**config.mk**
```make
export PLATFORM = sky130hd
export DESIGN_NAME = rtc_read_sequencer
export DESIGN_NICKNAME = d
export VERILOG_FILES = /design/src/rtl/rtc_read_sequencer.sv
export SDC_FILE = /design/constraint.sdc
export NUM_CORES = 1
export LEC_CHECK = 0
export CORE_MARGIN = 2
export CORE_UTILIZATION = 45
export CTS_CLUSTER_DIAMETER = 60
export DETAILED_ROUTE_END_ITERATION = 12
export MAX_ROUTING_LAYER = met4
export PLACE_DENSITY = 0.74
export SLEW_MARGIN = 25
export SYNTH_ARGS = -nofsm -noshare
export SYNTH_HDL_FRONTEND = slang
export SYNTH_SLANG_ARGS = --single-unit
export TNS_END_PERCENT = 10
```
**constraint.sdc**
```tcl
create_clock -name CLK -period 2.6 [get_ports CLK]
set_input_delay 0.52 -clock CLK [delete_from_list [all_inputs] [get_ports CLK]]
set_output_delay 0.52 -clock CLK [all_outputs]
set_load 0.05 [all_outputs]
```
**src/rtl/rtc_read_sequencer.sv**
```systemverilog
// rtc_read_sequencer
//   Periodically sweeps nine RTC registers (date, time, countdown timer) over the
//   chip's multiplexed address/data bus. The values are held in shadow registers
//   and published to the VGA controller as one coherent snapshot. ALARMA is raised
//   when the countdown timer reaches 00:00:00.
//
// Optional feature (macro RTC_BCD_CHECK_EN): each snapshot is BCD/range checked
//   before it is published. A bad snapshot is discarded and BCD_ERR pulses instead.
//
// Ports:
//   CLK, RST            clock, asynchronous active-low reset
//   AD_IN               bus read data
//   AD_OUT, AD_OE       driven address and its tristate enable
//   CS_N, RD_N, WR_N    chip select, read strobe, write/address strobe (active-low)
//   A_D                 0 = address cycle, 1 = data cycle
//   *_T                 BCD snapshot outputs (time/date and timer)
//   DATA_VALID          one-cycle pulse while a new snapshot is published
//   ALARMA, ALARM_ACK   sticky timer-expired flag and its clear
//   BCD_ERR             (RTC_BCD_CHECK_EN only) one-cycle pulse on a rejected snapshot
module rtc_read_sequencer #(
    parameter int unsigned PH_CYC      = 5,
    parameter int unsigned REFRESH_CYC = 1000000
) (
    input  logic       CLK,
    input  logic       RST,
    input  logic [7:0] AD_IN,
    output logic [7:0] AD_OUT,
    output logic       AD_OE,
    output logic       CS_N,
    output logic       RD_N,
    output logic       WR_N,
    output logic       A_D,
    output logic [7:0] SEGUNDO_T,
    output logic [7:0] MINUTO_T,
    output logic [7:0] HORA_T,
    output logic [7:0] DIA_T,
    output logic [7:0] MES_T,
    output logic [7:0] ANO_T,
    output logic [7:0] SEGUNDOT_T,
    output logic [7:0] MINUTOT_T,
    output logic [7:0] HORAT_T,
    output logic       DATA_VALID,
    output logic       ALARMA,
    input  logic       ALARM_ACK
`ifdef RTC_BCD_CHECK_EN
    ,
    output logic       BCD_ERR
`endif
);

    localparam int unsigned RW = (REFRESH_CYC > 1) ? $clog2(REFRESH_CYC) : 1;
    localparam int unsigned PW = (PH_CYC > 1) ? $clog2(PH_CYC) : 1;
    localparam logic [RW-1:0] RefLast = RW'(REFRESH_CYC - 1);
    localparam logic [PW-1:0] PhLast  = PW'(PH_CYC - 1);

    typedef enum logic [2:0] {StIdle, StAddr, StAhold, StData, StGap, StPublish} state_e;

    state_e        state_q, state_d;
    logic [PW-1:0] ph_q, ph_d;
    logic [3:0]    idx_q, idx_d;
    logic [RW-1:0] ref_q;
    logic [7:0]    shadow_q [9];
    logic [7:0]    snap_q   [9];
    logic          dv_q, alarm_q, bcd_err_q;

    logic tick, ph_last, last_reg, publish, snap_ok, timer_zero, prev_nonzero, alarm_set;

    function automatic logic [7:0] reg_addr(input logic [3:0] i);
        case (i)
            4'd0:    return 8'h21;
            4'd1:    return 8'h22;
            4'd2:    return 8'h23;
            4'd3:    return 8'h24;
            4'd4:    return 8'h25;
            4'd5:    return 8'h26;
            4'd6:    return 8'h41;
            4'd7:    return 8'h42;
            4'd8:    return 8'h43;
            default: return 8'h00;
        endcase
    endfunction

    assign tick     = (ref_q == '0);
    assign ph_last  = (ph_q == PhLast);
    assign last_reg = (idx_q == 4'd8);
    // Snapshot decisions are taken on the edge that enters StPublish, so the
    // new outputs and DATA_VALID appear together in the StPublish cycle.
    assign publish  = (state_q == StGap) && ph_last && last_reg;

`ifdef RTC_BCD_CHECK_EN
    function automatic logic digits_ok(input logic [7:0] b);
        return (b[7:4] <= 4'd9) && (b[3:0] <= 4'd9);
    endfunction

    always_comb begin
        snap_ok = 1'b1;
        for (int i = 0; i < 9; i++) begin
            snap_ok = snap_ok & digits_ok(shadow_q[i]);
        end
        snap_ok = snap_ok & (shadow_q[0] <= 8'h59) & (shadow_q[1] <= 8'h59)
                          & (shadow_q[2] <= 8'h23)
                          & (shadow_q[3] >= 8'h01) & (shadow_q[3] <= 8'h31)
                          & (shadow_q[4] >= 8'h01) & (shadow_q[4] <= 8'h12);
    end

    assign BCD_ERR = bcd_err_q;
`else
    assign snap_ok = 1'b1;
`endif

    assign timer_zero   = (shadow_q[6] == 8'h00) && (shadow_q[7] == 8'h00)
                       && (shadow_q[8] == 8'h00);
    assign prev_nonzero = (snap_q[6] != 8'h00) || (snap_q[7] != 8'h00) || (snap_q[8] != 8'h00);
    assign alarm_set    = publish && snap_ok && timer_zero && prev_nonzero;

    always_comb begin
        state_d = state_q;
        ph_d    = ph_q;
        idx_d   = idx_q;
        case (state_q)
            StIdle, StPublish: begin
                // A tick seen while busy (any other state) is simply lost.
                if (tick) begin
                    state_d = StAddr;
                    ph_d    = '0;
                    idx_d   = 4'd0;
                end else begin
                    state_d = StIdle;
                end
            end
            StAddr, StAhold, StData, StGap: begin
                if (!ph_last) begin
                    ph_d = ph_q + 1'b1;
                end else begin
                    ph_d = '0;
                    if (state_q == StAddr) begin
                        state_d = StAhold;
                    end else if (state_q == StAhold) begin
                        state_d = StData;
                    end else if (state_q == StData) begin
                        state_d = StGap;
                    end else if (last_reg) begin
                        state_d = StPublish;
                    end else begin
                        state_d = StAddr;
                        idx_d   = idx_q + 4'd1;
                    end
                end
            end
            default: state_d = StIdle;
        endcase
    end

    // Bus signals decode straight from state so an async reset idles the bus at once.
    always_comb begin
        AD_OUT = 8'h00;
        AD_OE  = 1'b0;
        CS_N   = 1'b1;
        RD_N   = 1'b1;
        WR_N   = 1'b1;
        A_D    = 1'b0;
        case (state_q)
            StAddr: begin
                CS_N   = 1'b0;
                WR_N   = 1'b0;
                AD_OE  = 1'b1;
                AD_OUT = reg_addr(idx_q);
            end
            StAhold: begin
                CS_N   = 1'b0;
                AD_OE  = 1'b1;
                AD_OUT = reg_addr(idx_q);
            end
            StData: begin
                CS_N = 1'b0;
                RD_N = 1'b0;
                A_D  = 1'b1;
            end
            default: ;
        endcase
    end

    always_ff @(posedge CLK or negedge RST) begin
        if (!RST) begin
            state_q   <= StIdle;
            ph_q      <= '0;
            idx_q     <= 4'd0;
            ref_q     <= '0;
            dv_q      <= 1'b0;
            alarm_q   <= 1'b0;
            bcd_err_q <= 1'b0;
            for (int i = 0; i < 9; i++) begin
                shadow_q[i] <= 8'h00;
                snap_q[i]   <= 8'h00;
            end
        end else begin
            state_q   <= state_d;
            ph_q      <= ph_d;
            idx_q     <= idx_d;
            ref_q     <= (ref_q == RefLast) ? '0 : ref_q + 1'b1;
            dv_q      <= publish && snap_ok;
            bcd_err_q <= publish && !snap_ok;
            alarm_q   <= alarm_set | (alarm_q & ~ALARM_ACK);
            if (state_q == StData && ph_last) begin
                shadow_q[idx_q] <= AD_IN;
            end
            if (publish && snap_ok) begin
                for (int i = 0; i < 9; i++) begin
                    snap_q[i] <= shadow_q[i];
                end
            end
        end
    end

    assign DATA_VALID = dv_q;
    assign ALARMA     = alarm_q;
    assign SEGUNDO_T  = snap_q[0];
    assign MINUTO_T   = snap_q[1];
    assign HORA_T     = snap_q[2];
    assign DIA_T      = snap_q[3];
    assign MES_T      = snap_q[4];
    assign ANO_T      = snap_q[5];
    assign SEGUNDOT_T = snap_q[6];
    assign MINUTOT_T  = snap_q[7];
    assign HORAT_T    = snap_q[8];

endmodule

```
# [Word level (Yosys, flattened, before mapping)]
# Memories as Yosys holds them, arrays and structs flattened.
# Cells that the tools add are included.
[totals] n_memories=2 out_inout_bits=87 elab_cells=101 ram_bits=0 latch_bits=0 mem_bits_ro=160 register_bits=176
[classes] n_shift=0 n_mul=0 n_addsub=3 reduce_logical=25 n_lt_le_gt_ge=2 muxes=27 n_eq_ne=14 div_mod_pow=0 bitwise=4
[memory_table] memory="(no name shown)" words=16 width=5 rd=1 rd_clocked_by_memory_dff=0 wr=0 line_no="69" source="case (i)"
[memory_table] memory="(no name shown)" words=16 width=5 rd=1 rd_clocked_by_memory_dff=0 wr=0 line_no="69"
[ops] operator="$bwmux W72" count=1
[ops] operator="$demux W8 S4" count=1
[ops] operator="$logic_not A8 Y1" count=3
[ops] operator="$mux W4" count=6
[ops] operator="$reduce_bool A8 Y1" count=3
[ops] operator="$mux W3" count=7
[ops] operator="$add A20 B1 Y20 const B" count=1
[ops] operator="$eq A20 B20 Y1 const B" count=1
[ops] operator="$logic_not A20 Y1" count=1
[ops] operator="$mux W20" count=1
[ops] operator="$pmux W8 S2" count=1
[ops] operator="$ne A2 B2 Y1 const B" count=6
[ops] operator="$pmux W3 S2" count=2
[ops] operator="$eq A3 B3 Y1 const B" count=3
[ops] operator="$logic_and A1 B1 Y1" count=8
[ops] operator="$mux W8" count=1
[ops] operator="$pmux W4 S2" count=1
[ops] operator="$reduce_and A7 Y1" count=1
[ops] operator="$eq A3 B2 Y1 const B" count=2
[ops] operator="$mux W1" count=6
[ops] operator="$ge A5 B5 Y1 const B" count=1
[ops] operator="$lt A5 B1 Y1 const B" count=1
[ops] operator="$not A4 Y5" count=1
[ops] operator="$add A4 B1 Y4 const B" count=1
[ops] operator="other kinds (13)" count=15

# [Logic depth before layout (Yosys ltp)]
# Gate-level depths: netlist (run 1).
[logic_depth] ltp_word=7 ltp_mapped=8 ltp_nobuf=6

# [Least setup slack after synthesis (run 1)]
# Ideal clock, no wire load.
[synth_path] path_type="register -> output" startpoint="reg state_q[0]" endpoint="out AD_OUT[2]" required_time_ns=2.080 t_arrival_ns=2.494 n_path_buf=1 slack_ns=-0.414 path_stages_with_launch=6 path_cell_list="dfrtp_1 > buf_6 > xnor2_1 > nor2_1 > and3_1 > o21a_1"
[synth_between] elab_chain_len=2 word_cells_on_any_way=3 cone_classes="eq/ne: 2; mux: 1"
[synth_lines] element="start: declaration" line_no="58" source="state_e state_q, state_d;"
[synth_lines] element="start signal: assignment" line_no="185" source="state_q <= StIdle;"
[synth_lines] element="start signal: assignment" line_no="197" source="state_q <= state_d;"
[synth_lines] element="$eq A3 B2 Y1 or $eq A3 B1 Y1 (tied branches)" line_no="162" source="case (state_q)"
[synth_lines] element="$pmux W8 S2 *" line_no="162"
[synth_lines] element="end: declaration" line_no="27" source="output logic [7:0] AD_OUT,"
# Mark *: on every way between the ends. The rest lies on a longest branch, timed or not.

# [Worst setup path after layout (run 1)]
[layout_path] startpoint="reg state_q[1]" endpoint="out WR_N"
[layout_between] elab_chain_len=2
[layout_lines] element="$eq A3 B1 Y1" line_no="162"
[layout_lines] element="$mux W1" line_no="162"
[layout_lines] element="end: declaration" line_no="31" source="output logic WR_N,"
# No other way between the ends.

==> results of run 1 <==
==> through the flow <==
step                total power [mW]  setup WS, ns
global route                   6.012      0.005882
floorplan                      2.917     0.0006042
CTS                            5.861       0.03671
detailed placement             3.035        0.3453
global placement               3.025        0.4666
finish                         5.797        0.1037
==> critical path: cells and delay by family (launching register included) <==
family        cells  cell delay (ns)
buf+inv           1             0.71
simple gates      1             0.46
flops             1             0.38
==> metal layers <==
metal	up-vias	GRT usage, %
met5	-	-
met4	0	5.435
met3	16	4.114
met2	92	30.25
met1	2341	25.04
li1	2056	-
==> synth_stat cells (3+ instances only) <==
cell type | count | share of area [%]
dfrtp_1 | 176 | 60
mux2_2 | 140 | 21
nor4_1 | 18 | 1.5
nor2_1 | 17 | 0.87
inv_1 | 15 | 0.77
nand2_1 | 14 | 0.71
xnor2_1 | 11 | 1.3
buf_2 | 9 | 0.61
nand3_1 | 9 | 0.61
nand4_1 | 9 | 0.77
ha_1 | 8 | 1.4
nand2_4 | 8 | 1.2
o21ai_0 | 7 | 0.48
a21oi_1 | 6 | 0.41
xor2_1 | 6 | 0.71
and3_1 | 4 | 0.34
mux2_1 | 4 | 0.61
nor3_1 | 4 | 0.27
a31o_2 | 3 | 0.36
and2_1 | 3 | 0.26
and4_1 | 3 | 0.36
buf_4 | 3 | 0.31
clkbuf_1 | 3 | 0.15
mux2i_1 | 3 | 0.41
nand2b_1 | 3 | 0.26
or2_2 | 3 | 0.26
==> cell families (layout without fill, tap and decap cells) <==
| group | after synthesis | in the layout | synth area share (%) |
|---|---|---|---|
| muxes | 147 | 147 | 22.46 |
| AOI/OAI and AO/OA | 27 | 27 | 2.417 |
| and+or+nand+nor | 108 | 108 | 9.496 |
| buffers and inverters | 32 | 149 | 2.144 |
| xor gates and xnor gates | 17 | 17 | 2.025 |
| other | 1 | 3 | 0.05101 |
| DFF | 176 | 176 | 59.90 |
| adders and majority gates | 9 | 9 | 1.498 |
==> worst paths after layout <==
path                         startpoint            to  slack [ns]  cells after the start
setup / recovery             state_q[1]          WR_N        0.10                      2
max in group asynchronous           RST      DIA_T[4]        1.85                      2
hold / removal                      RST    DATA_VALID        0.06                      1
hold reg to reg            shadow_q[70]  shadow_q[70]        0.49                      1
setup reg to reg               idx_q[1]      DIA_T[6]        0.45                      7
min in group CLK           shadow_q[70]  shadow_q[70]        0.49                      1
==> power by group through the flow <==
| stage | Sequential [mW] | Combinational [mW] | Clock [mW] |
|---|---|---|---|
| after detailed placement | 2.87 | 0.165 | 0 |
| after floorplan | 2.86 | 0.0593 | 0 |
| after CTS | 2.82 | 0.166 | 2.88 |
| final | 2.82 | 0.161 | 2.82 |
| after global placement | 2.87 | 0.159 | 0 |
| after global routing | 2.82 | 0.179 | 3.01 |
==> layout make-up <==
| cell class | instances | area (µm²) |
|---|---|---|
| sequential | 176 | 4405 |
| fill | 1264 | 6656 |
| tap | 216 | 270.3 |
| clock buffer | 21 | 450.4 |
| inverter | 15 | 56.30 |
| timing repair buffer | 102 | 1070 |
| clock inverter | 11 | 210.2 |
| multi-input combinational | 311 | 2824 |
==> what timing repair did <==
item	CTS	global route
endpoints found under the hold margin	0	0
gates resized for setup	1	4
buffers inserted	1	0
endpoints found under the setup margin	3	3
pin swaps	0	1
==> impl_metrics.csv, run 1 <==
group,metric,value,unit
routing,drtIter0Drc,225,
finish,drive_above_1_share,33.49,%
place,post_dp_cell_area,8600,µm²
routing,viasPerCell,5.288,
clock_tree,cts_htree_levels,4,
timing,min_period,2.496,ns
finish,area_growth,26.31,%
floorplan,die-area,17380,µm²
clock_tree,clk_path_buf_depth,2,
timing,hold_viol_final,0,
yosys,synth-async-reset-ratio,100.0,%
clock_tree,cts.clk_slew.worst_paths,0.06,ns
timing,slew_headroom,58.15,%
power_and_ir_drop,power_frac_seq,48.6,%
finish,top_regs,"shadow_q x72, ref_q x20",
floorplan,io_pins,98,
routing,route.detailed.drc,0,
finish,final_cells,852,
floorplan,dieWidth,131.8,µm
yosys,yosys_warnings,0,
clock_tree,cts_tree,"built",
worst_setup_path,critical_path.max_fanout,2,
worst_setup_path,cp_cell_sequence,"or3b_2, clkdlybuf4s50_1",
floorplan,initial_utilization,46.12,%
timing,max_freq,0.4006,GHz
place,io_buffers,94,
power_and_ir_drop,pwr-share-comb,2.8,%
routing,highest_layer,"met4",
worst_setup_path,required,2.08,ns
finish,final_nets,642,
worst_setup_path,slowest_delay,0.71,ns
timing,post-route-period-util,96.01,%
power_and_ir_drop,pwr-share-clk,48.6,%
worst_setup_path,path_class,"flop to output pin",
yosys,synthFlopType,"dfrtp_1",
timing,tightest_slew,0.6221,ns
global_routing,first_global_vias,4811,
timing,rsz0062_at_grt,"no",
timing,drv_slew,0,
floorplan,coreArea,15940,µm²
routing,wl_met1,7.106,mm
finish,final_cell_mix,"175 x dfrtp_1, 140 x mux2_2, 85 x clkdlybuf4s50_1",
place,dp_hpwl,10.60,mm
global_routing,grt_overflow,0,
yosys,ys_ff_latch,176,
clock_tree,cts-hold-fix-buffers,0,
floorplan,rows,46,
finish,finish.utilization,58.25,%
timing,holdWs,0.06145,ns
yosys,synth_cells,517,
routing,wl_met3,572,µm
floorplan,die_y,131.8,µm
yosys,avgSynthCellArea,14.22,µm²
routing,wire_per_inst,17.97,µm
global_routing,antenna_found_initial,0,
timing,finalSetupViolCount,0,
timing,finClkSkew,0.005393,ns
finish,final_area,9286,µm²
worst_setup_path,cp.arrival,1.98,ns
global_routing,grt_pass1_wl,25.39,mm
power_and_ir_drop,p_leak,4.320,nW
yosys,synth_edf_count,0,
routing,ant_nets,0,
global_routing,grt_max_degree,75,
worst_setup_path,critPathLaunchType,"flop",
worst_setup_path,critPathSlowestCell,"clkdlybuf4s50_1",
power_and_ir_drop,p_int,4.671,mW
timing,tns,0,ns
global_routing,grt_usage,19.11,%
status,status,"complete, no violations",
clock_tree,root_buffer,"clkbuf_16",
clock_tree,cts_made_buffers,17,
yosys,syn_area,7352,µm²
routing,num_vias,4505,
yosys,ys_seq_area_share,59.90,%
routing,dr.pass1.iters,4,
finish,antenna_cells,0,
place,gp_congestion,0.8402,
power_and_ir_drop,p_switching,1.126,mW
clock_tree,clock_sinks,176,
power_and_ir_drop,ir_drop,0.4578,mV
finish,top_register,"shadow_q",
power_and_ir_drop,netSwitchingFraction,19.43,%
job,cap_violations,0,
finish,largest_reg_flops,72,
finish,final_common_cell,"dfrtp_1",
min_path,hold_class,"input port to asynchronous set/reset pin",
clock_tree,clock_latency,0.42,ns
routing,wirelength,15.31,mm
worst_setup_path,end_kind,"output pin",
yosys,yosysUniqueCellTypes,47,
routing,met2WireLength,7.449,mm
place,dp.cells,819,
power_and_ir_drop,powerDensity,624.3,nW/µm²
No activity file was read; power rests on OpenSTA's default activity.
==> run 2, diff against run 1 <==
==> constraint.sdc (replaced) <==
create_clock -name CLK -period 2.6 [get_ports CLK]
set_input_delay 0.65 -clock CLK [delete_from_list [all_inputs] [get_ports CLK]]
set_output_delay 0.65 -clock CLK [all_outputs]
set_load 0.05 [all_outputs]
==> run 2 against run 1 <==
Design area shrank 0.78%. Power fell by 6.1%. Sequential power hardly changed.
==> impl_metrics.csv, run 2 (synthesis results as in run 1) <==
group,metric,value,unit
status,status,"complete, no violations",
worst_setup_path,cp_cell_sequence,"inv_1, ha_4, mux2i_1, nor2_1, a31oi_1, nor3_2, buf_12",
power_and_ir_drop,power_frac_seq,51.8,%
power_and_ir_drop,pwr-share-clk,45.2,%
clock_tree,clock_sinks,176,
worst_setup_path,critPathLaunchType,"flop",
worst_setup_path,end_kind,"output pin",
worst_setup_path,critical_path.max_fanout,4,
floorplan,die_y,131.8,µm
floorplan,coreArea,15940,µm²
timing,finalSetupViolCount,0,
min_path,hold_class,"input port to asynchronous set/reset pin",
routing,num_vias,4516,
clock_tree,root_buffer,"clkbuf_16",
finish,largest_reg_flops,72,
place,gp_congestion,0.8515,
global_routing,antenna_found_initial,0,
clock_tree,cts_htree_levels,4,
worst_setup_path,cp.buffers_inverters,2,
finish,final_common_cell,"dfrtp_1",
timing,fin_ws,0.07804,ns
finish,top_register,"shadow_q",
timing,hold_viol_final,0,
timing,max_freq,0.3965,GHz
routing,route.detailed.drc,0,
power_and_ir_drop,p_leak,4.285,nW
power_and_ir_drop,netSwitchingFraction,21.46,%
global_routing,grt_usage,19.41,%
job,cap_violations,0,
timing,slew_headroom,51.80,%
global_routing,grt_overflow,0,
global_routing,grt_max_degree,75,
worst_setup_path,cp.arrival,1.87,ns
timing,finClkSkew,0.005762,ns
finish,final_cells,850,
finish,multi_input_area,2831,µm²
timing,tightest_slew,0.7165,ns
clock_tree,cts_made_buffers,17,
timing,post-route-period-util,97.00,%
place,post_dp_cell_area,8592,µm²
power_and_ir_drop,p_int,4.275,mW
routing,drtIter0Drc,196,
routing,viasPerCell,5.313,
finish,final_area,9214,µm²
finish,antenna_cells,0,
finish,drive_above_1_share,34.54,%
floorplan,io_pins,98,
power_and_ir_drop,p_switching,1.168,mW
clock_tree,cts_tree,"built",
routing,ant_nets,0,
floorplan,rows,46,
routing,dr.pass1.iters,4,
clock_tree,clock_latency,0.42,ns
floorplan,dieWidth,131.8,µm
place,dp_hpwl,10.70,mm
place,post-place-ws,0.3019,ns
worst_setup_path,critPathSlowestCell,"dfrtp_1",
clock_tree,clk_path_buf_depth,2,
power_and_ir_drop,powerDensity,590.7,nW/µm²
global_routing,grt_pass1_wl,25.52,mm
global_routing,first_global_vias,4694,
floorplan,initial_utilization,46.12,%
timing,min_period,2.522,ns
worst_setup_path,path_class,"flop to output pin",
finish,final_nets,640,
finish,ff_latch_area,4408,µm²
routing,wirelength,15.55,mm
place,dp.cells,817,
finish,fillers,1254,
routing,wire_per_inst,18.29,µm
timing,rsz0062_at_grt,"no",
worst_setup_path,path_delay_family,"flip-flops",
power_and_ir_drop,pwr-share-comb,3.0,%
floorplan,die-area,17380,µm²
finish,final_cell_mix,"173 x dfrtp_1, 140 x mux2_2, 83 x clkdlybuf4s50_1",
power_and_ir_drop,ir_drop,0.4911,mV
worst_setup_path,required,1.95,ns
clock_tree,cts.clk_slew.worst_paths,0.06,ns
finish,top_regs,"shadow_q x72, ref_q x20",
worst_setup_path,slowest_delay,0.42,ns
timing,drv_slew,0,
timing,holdWs,0.1226,ns
place,io_buffers,94,
finish,area_growth,25.32,%
finish,finish.utilization,57.79,%
run 2: changes by cell type in the layout (fill, tap and decap cells not counted), moves of 2 or more:
cell             previous run  this run
clkdlybuf4s50_1            85        83
bufinv_16                   6         1
dfrtp_1                   175       173
clkbuf_8                    1         4
clkinvlp_4                  2         4
clkbuf_1                    3         0
dfrtp_2                     1         3
clkinv_4                    0         2
inv_6                       0         2
run 2: layer usage:
layer / share of wire, % / vias to the layer above / wire, µm / track usage (%)
li1: - / 2054 / - / -
met1: 47 / 2347 / 7299 / 25.42
met2: 49 / 99 / 7544 / 30.66
met3: 3.3 / 16 / 506 / 3.768
met4: 1.3 / 0 / 200 / 6.341
met5: 0 / - / 0 / -
run 2: worst paths after layout:
check                              from           end  slack (ns)  depth (start not counted)
max                            idx_q[1]     AD_OUT[1]        0.08                          7
min                                 RST    DATA_VALID        0.12                          1
max reg2reg                  state_q[2]      idx_q[3]        0.40                          4
min reg2reg                shadow_q[66]  shadow_q[66]        0.49                          1
max in group asynchronous           RST      DIA_T[4]        1.85                          2
min in group CLK           shadow_q[66]  shadow_q[66]        0.49                          1
run 2: repair_timing:
item	4_1_cts	5_1_grt
setup buffers	1	0
hold buffers	0	0
resized for setup	4	4
setup endpoints to repair	4	4
cloned	0	0
run 2: power groups by stage:
stage / sequential [mW] / clock (mW) / combinational, mW
detailed placement: 2.87 / 0 / 0.166
floorplan: 2.86 / 0 / 0.0593
finish: 2.82 / 2.46 / 0.162
CTS: 2.82 / 2.51 / 0.167
global route: 2.82 / 2.65 / 0.182
global placement: 2.87 / 0 / 0.161
run 2: layout make-up:
cell class,count,share of cell area (%)
flip-flops and latches,176,47.84
multi-input cells,311,30.73
repair buffers,100,11.53
clock inverters,11,1.141
well taps,216,2.933
inverters,15,0.6111
clock buffers,21,5.215
run 2: per-stage QoR:
step                TNS (ns)  total power [mW]
finish                     0             5.443
global route               0             5.650
CTS                        0             5.491
detailed placement         0             3.035
global placement           0             3.026
floorplan            -0.1294             2.917
